<file path="config.mk">
export PLATFORM = sky130hd
export DESIGN_NAME = button_cond_sequencer
export DESIGN_NICKNAME = d
export VERILOG_FILES = /design/src/rtl/button_seq_pkg.sv /design/src/rtl/button_debounce.sv /design/src/rtl/button_cond_sequencer.sv
export SDC_FILE = /design/constraint.sdc
export NUM_CORES = 1
export LEC_CHECK = 0
export ABC_AREA = 0
export BUFFER_PORTS_ARGS = -buffer_cell sky130_fd_sc_hd__buf_2
export CAP_MARGIN = 10
export CORE_MARGIN = 3
export CORE_UTILIZATION = 30
export CTS_CLUSTER_SIZE = 14
export DETAILED_ROUTE_END_ITERATION = 8
export PLACE_DENSITY = 0.48
export REMOVE_ABC_BUFFERS = 1
export SETUP_SLACK_MARGIN = 0.4
export SYNTH_ARGS = -nofsm -noshare
export SYNTH_HDL_FRONTEND = slang
export SYNTH_HIERARCHICAL = 1
export SYNTH_SLANG_ARGS = --single-unit
</file>
<file path="constraint.sdc">
create_clock -name clk -period 2.2 [get_ports clk]
set_clock_uncertainty 0.1 [all_clocks]
set_input_delay 0.44 -clock clk [delete_from_list [all_inputs] [get_ports clk]]
set_output_delay 0.44 -clock clk [all_outputs]
set_load 0.01 [all_outputs]
</file>
<file path="src/rtl/button_seq_pkg.sv">
// Shared mode/LED-select encodings and counter sizing for the button sequencer.
// Pure types and constant functions; no logic of its own.
package button_seq_pkg;

    typedef enum logic [1:0] {
        MODE_IDLE  = 2'd0,
        MODE_RUN   = 2'd1,
        MODE_PAUSE = 2'd2,
        MODE_STEP  = 2'd3
    } mode_e;

    typedef enum logic [2:0] {
        LED_OFF       = 3'd0,
        LED_ON        = 3'd1,
        LED_HEARTBEAT = 3'd2,
        LED_FLAG      = 3'd3,
        LED_STRETCH   = 3'd4
    } led_sel_e;

    localparam logic [15:0] STRETCH_LOAD = 16'hFFFF;

    // Width of a counter that runs 0..n-1.
    function automatic int unsigned cnt_width(input int unsigned n);
        return (n > 1) ? $clog2(n) : 1;
    endfunction

    function automatic led_sel_e led1_sel(input mode_e m);
        return (m == MODE_IDLE) ? LED_HEARTBEAT : LED_FLAG;
    endfunction

    function automatic led_sel_e led2_sel(input mode_e m);
        led_sel_e sel;
        case (m)
            MODE_IDLE:  sel = LED_OFF;
            MODE_RUN:   sel = LED_ON;
            MODE_PAUSE: sel = LED_HEARTBEAT;
            MODE_STEP:  sel = LED_STRETCH;
            default:    sel = LED_OFF;
        endcase
        return sel;
    endfunction

endpackage

</file>
<file path="src/rtl/button_debounce.sv">
// Button input conditioning: 2-flop sync, debounce, one-cycle pulse on accepted press.
// Pad edge to press_evt is 2 + DEBOUNCE_CYCLES + 1 cycles; shorter pulses are dropped.
module button_debounce
    import button_seq_pkg::*;
#(
    parameter int unsigned DEBOUNCE_CYCLES = 120000,
    parameter bit          BUT_ACTIVE_LOW  = 1'b1
) (
    input  logic clk,
    input  logic reset,
    input  logic pad,
    output logic pressed,
    output logic press_evt
);

    localparam logic        RELEASED = BUT_ACTIVE_LOW;
    localparam int unsigned CW       = cnt_width(DEBOUNCE_CYCLES);
    localparam logic [CW-1:0] CNT_LAST = CW'(DEBOUNCE_CYCLES - 1);

    logic          sync1_q, sync2_q;
    logic          level_q, level_d;
    logic          armed_q, armed_d;
    logic [CW-1:0] cnt_q, cnt_d;
    logic          prev_q, prev_d;
    logic          evt_q, evt_d;
    logic          pressed_now;

    assign pressed_now = armed_q && (level_q != RELEASED);

    // Until armed, the counter measures how long the pad has read released, so a
    // button still held across reset cannot generate a press until let go.
    always_comb begin
        level_d = level_q;
        armed_d = armed_q;
        cnt_d   = cnt_q;
        if (!armed_q) begin
            if (sync2_q != RELEASED) begin
                cnt_d = '0;
            end else if (cnt_q == CNT_LAST) begin
                armed_d = 1'b1;
                cnt_d   = '0;
            end else begin
                cnt_d = cnt_q + 1'b1;
            end
        end else if (sync2_q == level_q) begin
            cnt_d = '0;
        end else if (cnt_q == CNT_LAST) begin
            level_d = ~level_q;
            cnt_d   = '0;
        end else begin
            cnt_d = cnt_q + 1'b1;
        end
        prev_d = pressed_now;
        evt_d  = pressed_now && !prev_q;
    end

    always_ff @(posedge clk) begin
        if (reset) begin
            sync1_q <= RELEASED;
            sync2_q <= RELEASED;
            level_q <= RELEASED;
            armed_q <= 1'b0;
            cnt_q   <= '0;
            prev_q  <= 1'b0;
            evt_q   <= 1'b0;
        end else begin
            sync1_q <= pad;
            sync2_q <= sync1_q;
            level_q <= level_d;
            armed_q <= armed_d;
            cnt_q   <= cnt_d;
            prev_q  <= prev_d;
            evt_q   <= evt_d;
        end
    end

    assign pressed   = pressed_now;
    assign press_evt = evt_q;

endmodule

</file>
<file path="src/rtl/button_cond_sequencer.sv">
// Mode FSM driving core cond0/cond1 from debounced buttons, plus heartbeat and LED mux.
// All outputs registered: they change one cycle after the press_evt that causes them.
module button_cond_sequencer
    import button_seq_pkg::*;
#(
    parameter int unsigned DEBOUNCE_CYCLES = 120000,
    parameter int unsigned BLINK_HALF      = 6000000,
    parameter bit          BUT_ACTIVE_LOW  = 1'b1
) (
    input  logic       clk,
    input  logic       reset,
    input  logic       but1_pad,
    input  logic       but2_pad,
    input  logic       core_flag,
    output logic       cond0,
    output logic       cond1,
    output logic       led1,
    output logic       led2,
    output logic [1:0] mode
);

    localparam int unsigned HW = cnt_width(BLINK_HALF);
    localparam logic [HW-1:0] HB_LAST = HW'(BLINK_HALF - 1);

    logic but1_evt, but2_evt, but1_pressed, but2_pressed;
    logic unused_pressed;

    button_debounce #(
        .DEBOUNCE_CYCLES (DEBOUNCE_CYCLES),
        .BUT_ACTIVE_LOW  (BUT_ACTIVE_LOW)
    ) u_deb1 (
        .clk       (clk),
        .reset     (reset),
        .pad       (but1_pad),
        .pressed   (but1_pressed),
        .press_evt (but1_evt)
    );

    button_debounce #(
        .DEBOUNCE_CYCLES (DEBOUNCE_CYCLES),
        .BUT_ACTIVE_LOW  (BUT_ACTIVE_LOW)
    ) u_deb2 (
        .clk       (clk),
        .reset     (reset),
        .pad       (but2_pad),
        .pressed   (but2_pressed),
        .press_evt (but2_evt)
    );

    assign unused_pressed = but1_pressed ^ but2_pressed;

    mode_e         state_q, state_d;
    logic          cond0_q, cond0_d, cond1_q, cond1_d;
    logic          led1_q, led1_d, led2_q, led2_d;
    logic [HW-1:0] hb_cnt_q, hb_cnt_d;
    logic          hb_q, hb_d;
    logic [15:0]   stretch_q, stretch_d;
    logic          b1, b2, step_pulse;

    function automatic logic led_pick(input led_sel_e sel, input logic hb,
                                      input logic flag, input logic stretch);
        logic v;
        case (sel)
            LED_ON:        v = 1'b1;
            LED_HEARTBEAT: v = hb;
            LED_FLAG:      v = flag;
            LED_STRETCH:   v = stretch;
            default:       v = 1'b0;
        endcase
        return v;
    endfunction

    // BUT1 has priority: a BUT2 event in the same cycle is dropped.
    assign b1 = but1_evt;
    assign b2 = but2_evt && !but1_evt;

    always_comb begin
        state_d = state_q;
        case (state_q)
            MODE_IDLE:  if (b1) state_d = MODE_RUN;
            MODE_RUN:   if (b1) state_d = MODE_STEP;  else if (b2) state_d = MODE_PAUSE;
            MODE_PAUSE: if (b1) state_d = MODE_STEP;  else if (b2) state_d = MODE_RUN;
            MODE_STEP:  if (b1) state_d = MODE_IDLE;
            default:    state_d = MODE_IDLE;
        endcase

        step_pulse = (state_q == MODE_STEP) && b2;
        cond0_d    = (state_d == MODE_RUN) || step_pulse;
        cond1_d    = (state_d != MODE_IDLE);

        if (hb_cnt_q == HB_LAST) begin
            hb_cnt_d = '0;
            hb_d     = ~hb_q;
        end else begin
            hb_cnt_d = hb_cnt_q + 1'b1;
            hb_d     = hb_q;
        end

        if (step_pulse)
            stretch_d = STRETCH_LOAD;
        else if (stretch_q != 16'd0)
            stretch_d = stretch_q - 16'd1;
        else
            stretch_d = 16'd0;

        led1_d = led_pick(led1_sel(state_d), hb_d, core_flag, stretch_d != 16'd0);
        led2_d = led_pick(led2_sel(state_d), hb_d, core_flag, stretch_d != 16'd0);
    end

    always_ff @(posedge clk) begin
        if (reset)
            state_q <= MODE_IDLE;
        else
            state_q <= state_d;
    end

    always_ff @(posedge clk) begin
        if (reset) begin
            cond0_q   <= 1'b0;
            cond1_q   <= 1'b0;
            led1_q    <= 1'b0;
            led2_q    <= 1'b0;
            hb_cnt_q  <= '0;
            hb_q      <= 1'b0;
            stretch_q <= 16'd0;
        end else begin
            cond0_q   <= cond0_d;
            cond1_q   <= cond1_d;
            led1_q    <= led1_d;
            led2_q    <= led2_d;
            hb_cnt_q  <= hb_cnt_d;
            hb_q      <= hb_d;
            stretch_q <= stretch_d;
        end
    end

    assign cond0 = cond0_q;
    assign cond1 = cond1_q;
    assign led1  = led1_q;
    assign led2  = led2_q;
    assign mode  = state_q;

endmodule

</file>
Word-level counts from Yosys, hierarchy flattened
Cells that the tools add are included.
{ "classes": {"add_sub_neg": 4, "n_eq_ne": 19, "n_mux": 28, "n_bitwise": 5, "n_reduce_logical": 18} }
{ "ops": {"columns": ["operator", "n"], "rows": [
  ["17-bit two-way mux", 8],
  ["17-bit by 1-bit adder with 17-bit output, second input constant", 2],
  ["17-bit == test, second input constant", 2],
  ["16-bit two-way mux", 2],
  ["16-bit nonzero test", 2],
  ["23-bit by 1-bit adder with 23-bit output, second input constant", 1],
  ["23-bit == test, second input constant", 1],
  ["16-bit by 1-bit subtractor with 16-bit output, second input constant", 1],
  ["2-bit == test, second input constant", 6],
  ["2-bit two-way mux", 6],
  ["3-bit case mux with 4 select lines", 1],
  ["1-bit two-way mux", 8],
  ["1-bit case mux with 4 select lines", 2],
  ["2-bit case mux with 4 select lines", 1],
  ["2-bit by 1-bit == test with 1-bit output, second input constant", 3],
  ["3-bit by 2-bit == test with 1-bit output, second input constant", 2],
  ["1-bit logical AND", 6],
  ["3-bit AND reduction", 2],
  ["1-bit NOT", 5],
  ["2-bit zero test", 2],
  ["2-bit by 3-bit == test with 1-bit output, second input constant", 1],
  ["3-bit by 1-bit == test with 1-bit output, second input constant", 1],
  ["3-bit == test, second input constant", 1],
  ["1-bit zero test", 3],
  ["other kinds (4)", 5]
]} }
{ "totals": {"register_bits": 92, "in_bits": 5, "out_inout_bits": 6, "word_cells": 96} }

Longest topological paths before layout
Gate-level depths: netlist of run 1.
{ "logic_depth": {"word_depth": 9, "mapped_depth": 8, "mapped_depth_nobuf": 7} }

By module
The synthesis of run 1 kept the hierarchy.
{ "by_module_without_submodules": {"columns": ["module", "n_inst", "cells_each", "area_each_um2", "seq_area_each_um2"], "rows": [
  ["button_cond_sequencer", 1, 290, 2398.6, 920.9],
  ["button_debounce", 2, 105, 1008.5, 460.4]
]} }

Worst setup path after synthesis of run 1
No wires, ideal clock.
{ "synth_path": {"path_type": "register to register", "from": "register stretch_q[0]", "to": "register led2_q, in the netlist led2", "setup_ns": 0.131, "arrival_ns": 2.100, "required_ns": 1.969, "path_slack_ns": -0.131, "path_stages_with_launch": 8, "path_buffers": 0, "synth_period_minus_slack_ns": 2.331, "path_cell_list": "dfxtp_1 inv_1 ha_1 or4b_2 nor4_1 mux2_2 nor4b_2 a32oi_1"} }
{ "synth_between": {"elab_chain_cells": 5, "elab_cells_between_ends": 6, "cone_classes": "1 x add/sub; 3 x mux; 2 x reduce/logical"} }
{ "synth_rtl": {"columns": ["element", "line", "text"], "rows": [
  ["start, declared", "button_cond_sequencer.sv:57", "logic [15:0] stretch_q, stretch_d;"],
  ["start signal, assigned", "button_cond_sequencer.sv:133", "stretch_q <= stretch_d;"],
  ["16-bit by 1-bit subtractor with 16-bit output / 16-bit nonzero test (equally long branches)", "button_cond_sequencer.sv:102, button_cond_sequencer.sv:101", null],
  ["16-bit two-way mux (*)", "button_cond_sequencer.sv:101", "else if (stretch_q != 16'd0)"],
  ["16-bit two-way mux (*)", "button_cond_sequencer.sv:99", "if (step_pulse)"],
  ["16-bit nonzero test (*)", "button_cond_sequencer.sv:107", "led2_d = led_pick(led2_sel(state_d), hb_d, core_flag, stretch_d != 16'd0);"],
  ["1-bit case mux with 4 select lines (*)", "button_cond_sequencer.sv:63", "case (sel)"],
  ["end signal, assigned", "button_cond_sequencer.sv:130", "led2_q <= led2_d;"],
  ["end, declared", "button_cond_sequencer.sv:54", "logic led1_q, led1_d, led2_q, led2_d;"]
]} }
Mark *: on every way between the ends. The rest lies on a longest branch, timed or not.
A chain may end at the register's enable or synchronous reset.

Final worst setup path of run 1
{ "layout_path": {"from": "register stretch_q[3]", "to": "register led2_q, in the netlist led2"} }
Same word-level chain as after synthesis.

==> results.sh, run 1 <==
export IMPL_crit_arrival_ns=2.27
export IMPL_grt_pass1_wl_mm=16.26
export IMPL_synth_ff_type="dfxtp_1"
export IMPL_gp_congestion=0.8768
export IMPL_initial_core_util=0.3121
export IMPL_drt_iter0_drc=203
export IMPL_synth_top_area_frac=0.4171
export IMPL_fin_crit_sh=0.9782
export IMPL_dp_slack_ns=-0.2158
export IMPL_whs_endpoint="u_deb1/sync1_q"
export IMPL_fin_util=0.3824
export IMPL_grt_start_max_net_pins=23
export IMPL_vias=3585
export IMPL_die_h_um=127.3
export IMPL_drc_errors=0
export IMPL_clkLatencyLatePin_ns=0.35
export IMPL_worst_path_max_fanout=2
export IMPL_cts_sinks=92
export IMPL_relSlewSlack=0.6657
export IMPL_antenna_left=0
export IMPL_min_from="but1_pad"
export IMPL_syn2layout_area_growth_pct=22.53
export IMPL_synth_yosys_seq_area_share=0.4171
export IMPL_clockBufferDepth=2
export IMPL_synth_seq_cells=92
export IMPL_cap_violations=0
export IMPL_ir_drop_mv=0.4728
export IMPL_fin_crit_ns=2.152
export IMPL_hpwl_mm=6.332
export IMPL_p_leak_nw=1.946
export IMPL_crit_chain="or4_4 -> buf_6 -> nor4_4 -> mux2_4 -> nor4b_4 -> a32oi_1"
export IMPL_yosysMostFrequentCell="dfxtp_1"
export IMPL_numCtsBuffers=9
export IMPL_hold_viol=0
export IMPL_crit_required_ns=2.32
export IMPL_overflow=0
export IMPL_clk_pin_slew_worst_paths_ns=0.06
export IMPL_core_area_mm2=0.01415
export IMPL_power_density_mw_per_mm2=1035
export IMPL_cp_slowest_cell="or4_4"
export IMPL_wl_per_cell_um=13.20
export IMPL_syn_area_per_cell_um2=8.831
export IMPL_drive_gt1_frac=0.2473
export IMPL_yosysTopAreaCell="dfxtp_1"
export IMPL_yosysUniqueCellTypes=61
export IMPL_root_buffer="clkbuf_16"
export IMPL_synth_cells=500
export IMPL_fin_nets=550
export IMPL_worstReg2RegEnd="led2"
export IMPL_rrSetupSlack_ns=0.05
export IMPL_tightest_slew_ns=0.4969
export IMPL_row_count=43
export IMPL_port_buffers=10
export IMPL_syn_cell_area_mm2=0.004415
export IMPL_viasPerCell=4.938
export IMPL_antenna_found_initial=0
export IMPL_synth_edf_count=0
export IMPL_synthArstFlopShare=0
export IMPL_drt_total_wl_mm=9.581
export IMPL_rsz0062_at_grt="yes"
export IMPL_instances_no_fill=726
export IMPL_groute_usage_overall=0.1230
export IMPL_slew_viol_final=0
export IMPL_diodes=0
export IMPL_start_kind="flop"
export IMPL_hold_class="primary input to flop"
export IMPL_pin_count=11
export IMPL_yosysWarnings=6
export IMPL_grt_pass1_vias=3459
export IMPL_setup_viol=0
export IMPL_hold_depth=2
export IMPL_dp_cells=701
export IMPL_die_area_mm2=0.01621
export IMPL_crit_path_end_kind="flop"
export IMPL_setup_slack_ns=0.04804
export IMPL_fmax_mhz=464.7
export IMPL_status="finished, final reports clean"
export IMPL_yosys_top_cells_count="dfxtp_1, nor2_1, xnor2_1"
export IMPL_fp_dieW_um=127.3
export IMPL_synth_area_top_cells="dfxtp_1, nor2_1, xnor2_1, xor2_1, nor4_1"
export IMPL_first_pass_iters=4
export IMPL_cpPeakStageDelay_ns=0.54
export IMPL_worstReg2RegStart="stretch_q[3]"
export IMPL_reg2reg_depth=6
export IMPL_htreeDepth=3
export IMPL_cts_tree="done"
export IMPL_critical_path_class="flop to flop"
-- power by group --
group / internal, mW / switching, mW
registers: 1.80 / 0.109
clock network: 0.795 / 0.617
logic: 1.12 / 1.16
total: 3.72 / 1.89
-- logic make-up after synthesis --
| family | count (synthesis) | synth area share |
|---|---|---|
| xor+xnor | 58 | 0.1150 |
| mux | 4 | 0.009634 |
| flops | 92 | 0.4171 |
| buf+inv | 35 | 0.04448 |
| fa+ha+maj | 4 | 0.01134 |
| simple gates | 245 | 0.3097 |
| compound gates | 62 | 0.09266 |
-- area by class of cell --
class                   instances  area [um2]
clock buffers                  14       254.0
well taps                     180       225.2
flip-flops and latches         92        1863
multi-input cells             373        2621
clock inverters                 2       10.01
repair buffers                 51       384.1
fillers                      1432        8740
inverters                      14       52.55
-- flip-flops by register name, indices dropped and copies added, names as in the netlist, 2 cells and up --
| name | count |
|---|---|
| hb_cnt_q | 23 |
| mode | 2 |
| stretch_q | 16 |
| u_deb1/cnt_q | 17 |
| u_deb2/cnt_q | 17 |
-- cell usage in the layout (no fill, tap or decap), drive strengths merged, types with 3 or more instances in the layout --
master and count:
xnor2 36, buf 51, xor2 22, nor2b 13, a21boi 4, inv 14
nand2b 3, nor3 20, nand4 19, nor2 88, and3 3, ha 4
a31oi 3, and4 3, or4 4, nor4 23, or3 4, or2 7
nand4bb 4, o21bai 3, nand3 21, nand2 22, o21ai 7, clkbuf 14
o31ai 3, a21oi 24, dfxtp 92
-- stage by stage --
step	total power, mW	area (um2)	hold WS, ns	TNS [ns]
3_5_place_dp	3.658	4787	0.2711	-0.2158
5_1_grt	5.911	5410	0.1791	-0.001693
4_1_cts	5.507	5230	0.1706	0
2_1_floorplan	3.028	4272	0.2674	-0.1309
3_3_place_gp	3.665	4787	0.2719	-0.1256
6_report	5.602	5410	0.1822	0
-- worst max path at each step --
stage,startpoint,to,cells past startpoint
6_report,stretch_q[3],led2,6
4_1_cts,stretch_q[0],led2,7
3_3_place_gp,stretch_q[0],led2,7
3_5_place_dp,stretch_q[0],led2,7
5_1_grt,stretch_q[3],led2,6
2_1_floorplan,stretch_q[0],led2,7
-- layer usage --
layer,global-route usage,vias to the layer above,wire length [um]
met1,0.1630,1687,4773
met5,0,-,0
met3,0.02843,17,262
li1,-,1845,-
met2,0.1852,36,4297
met4,0.06688,0,248
-- critical path: cells and delay by family, from the launching register on --
kind | cells | cell delay [ns]
and+or+nand+nor | 3 | 1.00
muxes | 1 | 0.35
DFF | 1 | 0.32
buffers and inverters | 1 | 0.14
AOI/OAI and AO/OA | 1 | 0.12
-- what timing repair did --
item,CTS,global route
pin swaps,18,11
buffers inserted,5,3
gates cloned,1,0
hold buffers,0,0
endpoints found under the setup margin,56,73
gates resized for setup,37,36
No activity file was read; power rests on OpenSTA's default activity.
==> inputs of run 2 (changes only) <==
CAP_MARGIN = 20   (was 10)
SETUP_SLACK_MARGIN = not set   (was 0.4)
==> run 2 against run 1 <==
  * Largest power group is now registers
  * Maximum frequency up 0.58%
  * Critical path depth did not move
  * Global-route usage shrank 0.43 points
  * Largest cell class unchanged
  * Utilization shrank 2.2 points
  * Non-clock buffer count down 8
  * Sequential power barely moved
  * Combinational power fell by 18%
  * Count of clock-buffer cells in the layout stayed put
  * Via count fell by 2.6%
  * Register-to-register slack about the same
  * Power shrank 7.4%
  * Sequential share of layout area up 1.6 points
==> results.sh, run 2 (synthesis results as in run 1) <==
export IMPL_status="finished, final reports clean"
export IMPL_grt_pass1_vias=3377
export IMPL_setup_tns_ns=0
export IMPL_worst_path_max_fanout=9
export IMPL_crit_required_ns=2.32
export IMPL_crit_chain="or4_4 -> buf_6 -> nor4_4 -> a21oi_2 -> nor4b_4 -> a32oi_1"
export IMPL_final_common_cell="dfxtp_1"
export IMPL_gp_congestion=0.8768
export IMPL_vias=3491
export IMPL_start_kind="flop"
export IMPL_core_area_mm2=0.01415
export IMPL_overflow=0
export IMPL_diodes=0
export IMPL_crit_arrival_ns=2.26
export IMPL_row_count=43
export IMPL_fin_crit_sh=0.9725
export IMPL_fmax_mhz=467.4
export IMPL_hpwl_mm=6.332
export IMPL_htreeDepth=3
export IMPL_cp_top_family="simple AND/OR/NAND/NOR gates"
export IMPL_die_area_mm2=0.01621
export IMPL_syn2layout_area_growth_pct=15.61
export IMPL_fin_util=0.3608
export IMPL_initial_core_util=0.3121
export IMPL_grt_start_max_net_pins=23
export IMPL_p_leak_nw=1.846
export IMPL_clockBufferDepth=2
export IMPL_drt_iter0_drc=253
export IMPL_groute_usage_overall=0.1187
export IMPL_first_pass_iters=4
export IMPL_fp_dieW_um=127.3
export IMPL_port_buffers=10
export IMPL_fin_nets=542
export IMPL_crit_path_end_kind="flop"
export IMPL_slew_viol_final=0
export IMPL_cpPeakStageDelay_ns=0.57
export IMPL_numCtsBuffers=9
export IMPL_viasPerCell=4.862
export IMPL_clkLatencyLatePin_ns=0.34
export IMPL_cts_tree="done"
export IMPL_cp_slowest_cell="or4_4"
export IMPL_largest_register="hb_cnt_q"
export IMPL_hold_class="primary input to flop"
export IMPL_pin_count=11
export IMPL_setup_viol=0
export IMPL_critical_path_class="flop to flop"
export IMPL_tightest_slew_ns=0.4697
export IMPL_ir_drop_mv=0.4314
export IMPL_die_h_um=127.3
export IMPL_clk_pin_slew_worst_paths_ns=0.06
export IMPL_drt_total_wl_mm=9.067
export IMPL_largest_reg_flops=23
export IMPL_hold_viol=0
export IMPL_grt_pass1_wl_mm=15.73
export IMPL_rsz0062_at_grt="no"
export IMPL_drive_gt1_frac=0.1580
export IMPL_wl_per_cell_um=12.63
export IMPL_path_buf_inv=1
export IMPL_cap_violations=0
export IMPL_antenna_found_initial=0
export IMPL_reg_largest_list="hb_cnt_q: 23 flops, u_deb1/cnt_q: 17 flops, u_deb2/cnt_q: 17 flops"
export IMPL_drc_errors=0
export IMPL_power_density_mw_per_mm2=1016
export IMPL_fin_crit_ns=2.139
export IMPL_root_buffer="clkbuf_16"
export IMPL_relSlewSlack=0.6840
export IMPL_cts_sinks=92
export IMPL_most_common_layout_cells="dfxtp_1, nor2_1, xnor2_1, buf_4, a21oi_1"
export IMPL_antenna_left=0
export IMPL_design_area_mm2=0.005105
export IMPL_place_area_mm2=0.004787
[run 2: changes by cell type in the layout (fill, tap and decap cells not counted), moves of 3 or more]
cell	before	now
a21oi_1	10	23
a21oi_2	14	1
buf_6	7	1
dfxtp_1	81	92
dfxtp_2	8	0
dfxtp_4	3	0
ha_1	0	3
ha_4	4	0
nor3_1	15	20
nor3_4	3	0
[run 2: worst paths after layout]
| kind | from | cells past startpoint | endpoint | slack, ns |
|---|---|---|---|---|
| setup / recovery | stretch_q[6] | 6 | led2 | 0.06 |
| hold / removal | but1_pad | 2 | u_deb1/sync1_q | 0.18 |
| setup reg to reg | stretch_q[6] | 6 | led2 | 0.06 |
| hold reg to reg | u_deb1/prev_q | 1 | u_deb1/press_evt | 0.28 |
[run 2: per-layer routing]
metal | vias up | routed length [um] | global-route usage
li1 | 1820 | - | -
met1 | 1611 | 4635 | 0.1597
met2 | 45 | 3940 | 0.1768
met3 | 15 | 264 | 0.02592
met4 | 0 | 226 | 0.06498
met5 | - | 0 | 0
[run 2: power by group]
part	internal (mW)	leakage [nW]	switching, mW
combinational	0.881	0.970	1.00
clock	0.795	0.131	0.617
sequential	1.79	0.746	0.101
total	3.47	1.85	1.72
[run 2: layout make-up]
cell class	count	area, um2
fillers	1455	9045
multi-input cells	373	2420
flip-flops and latches	92	1842
repair buffers	43	301.5
clock buffers	14	254.0
well taps	180	225.2
inverters	14	52.55
clock inverters	2	10.01
[run 2: what timing repair did]
item	in CTS	in global routing
pin swaps	3	3
endpoints found under the setup margin	1	1
hold buffers	0	0
setup buffers	0	1
cloned	0	0
resized for setup	7	3
[run 2: through the flow]
step | instances | setup slack [ns] | power [mW] | hold WS [ns]
floorplan | 479 | -0.1309 | 3.028 | 0.2674
global placement | 701 | -0.1256 | 3.665 | 0.2719
detailed placement | 701 | -0.2158 | 3.658 | 0.2711
CTS | 717 | 0.01189 | 5.179 | 0.1706
global route | 718 | 0.0005282 | 5.482 | 0.1820
finish | 718 | 0.06055 | 5.187 | 0.1813
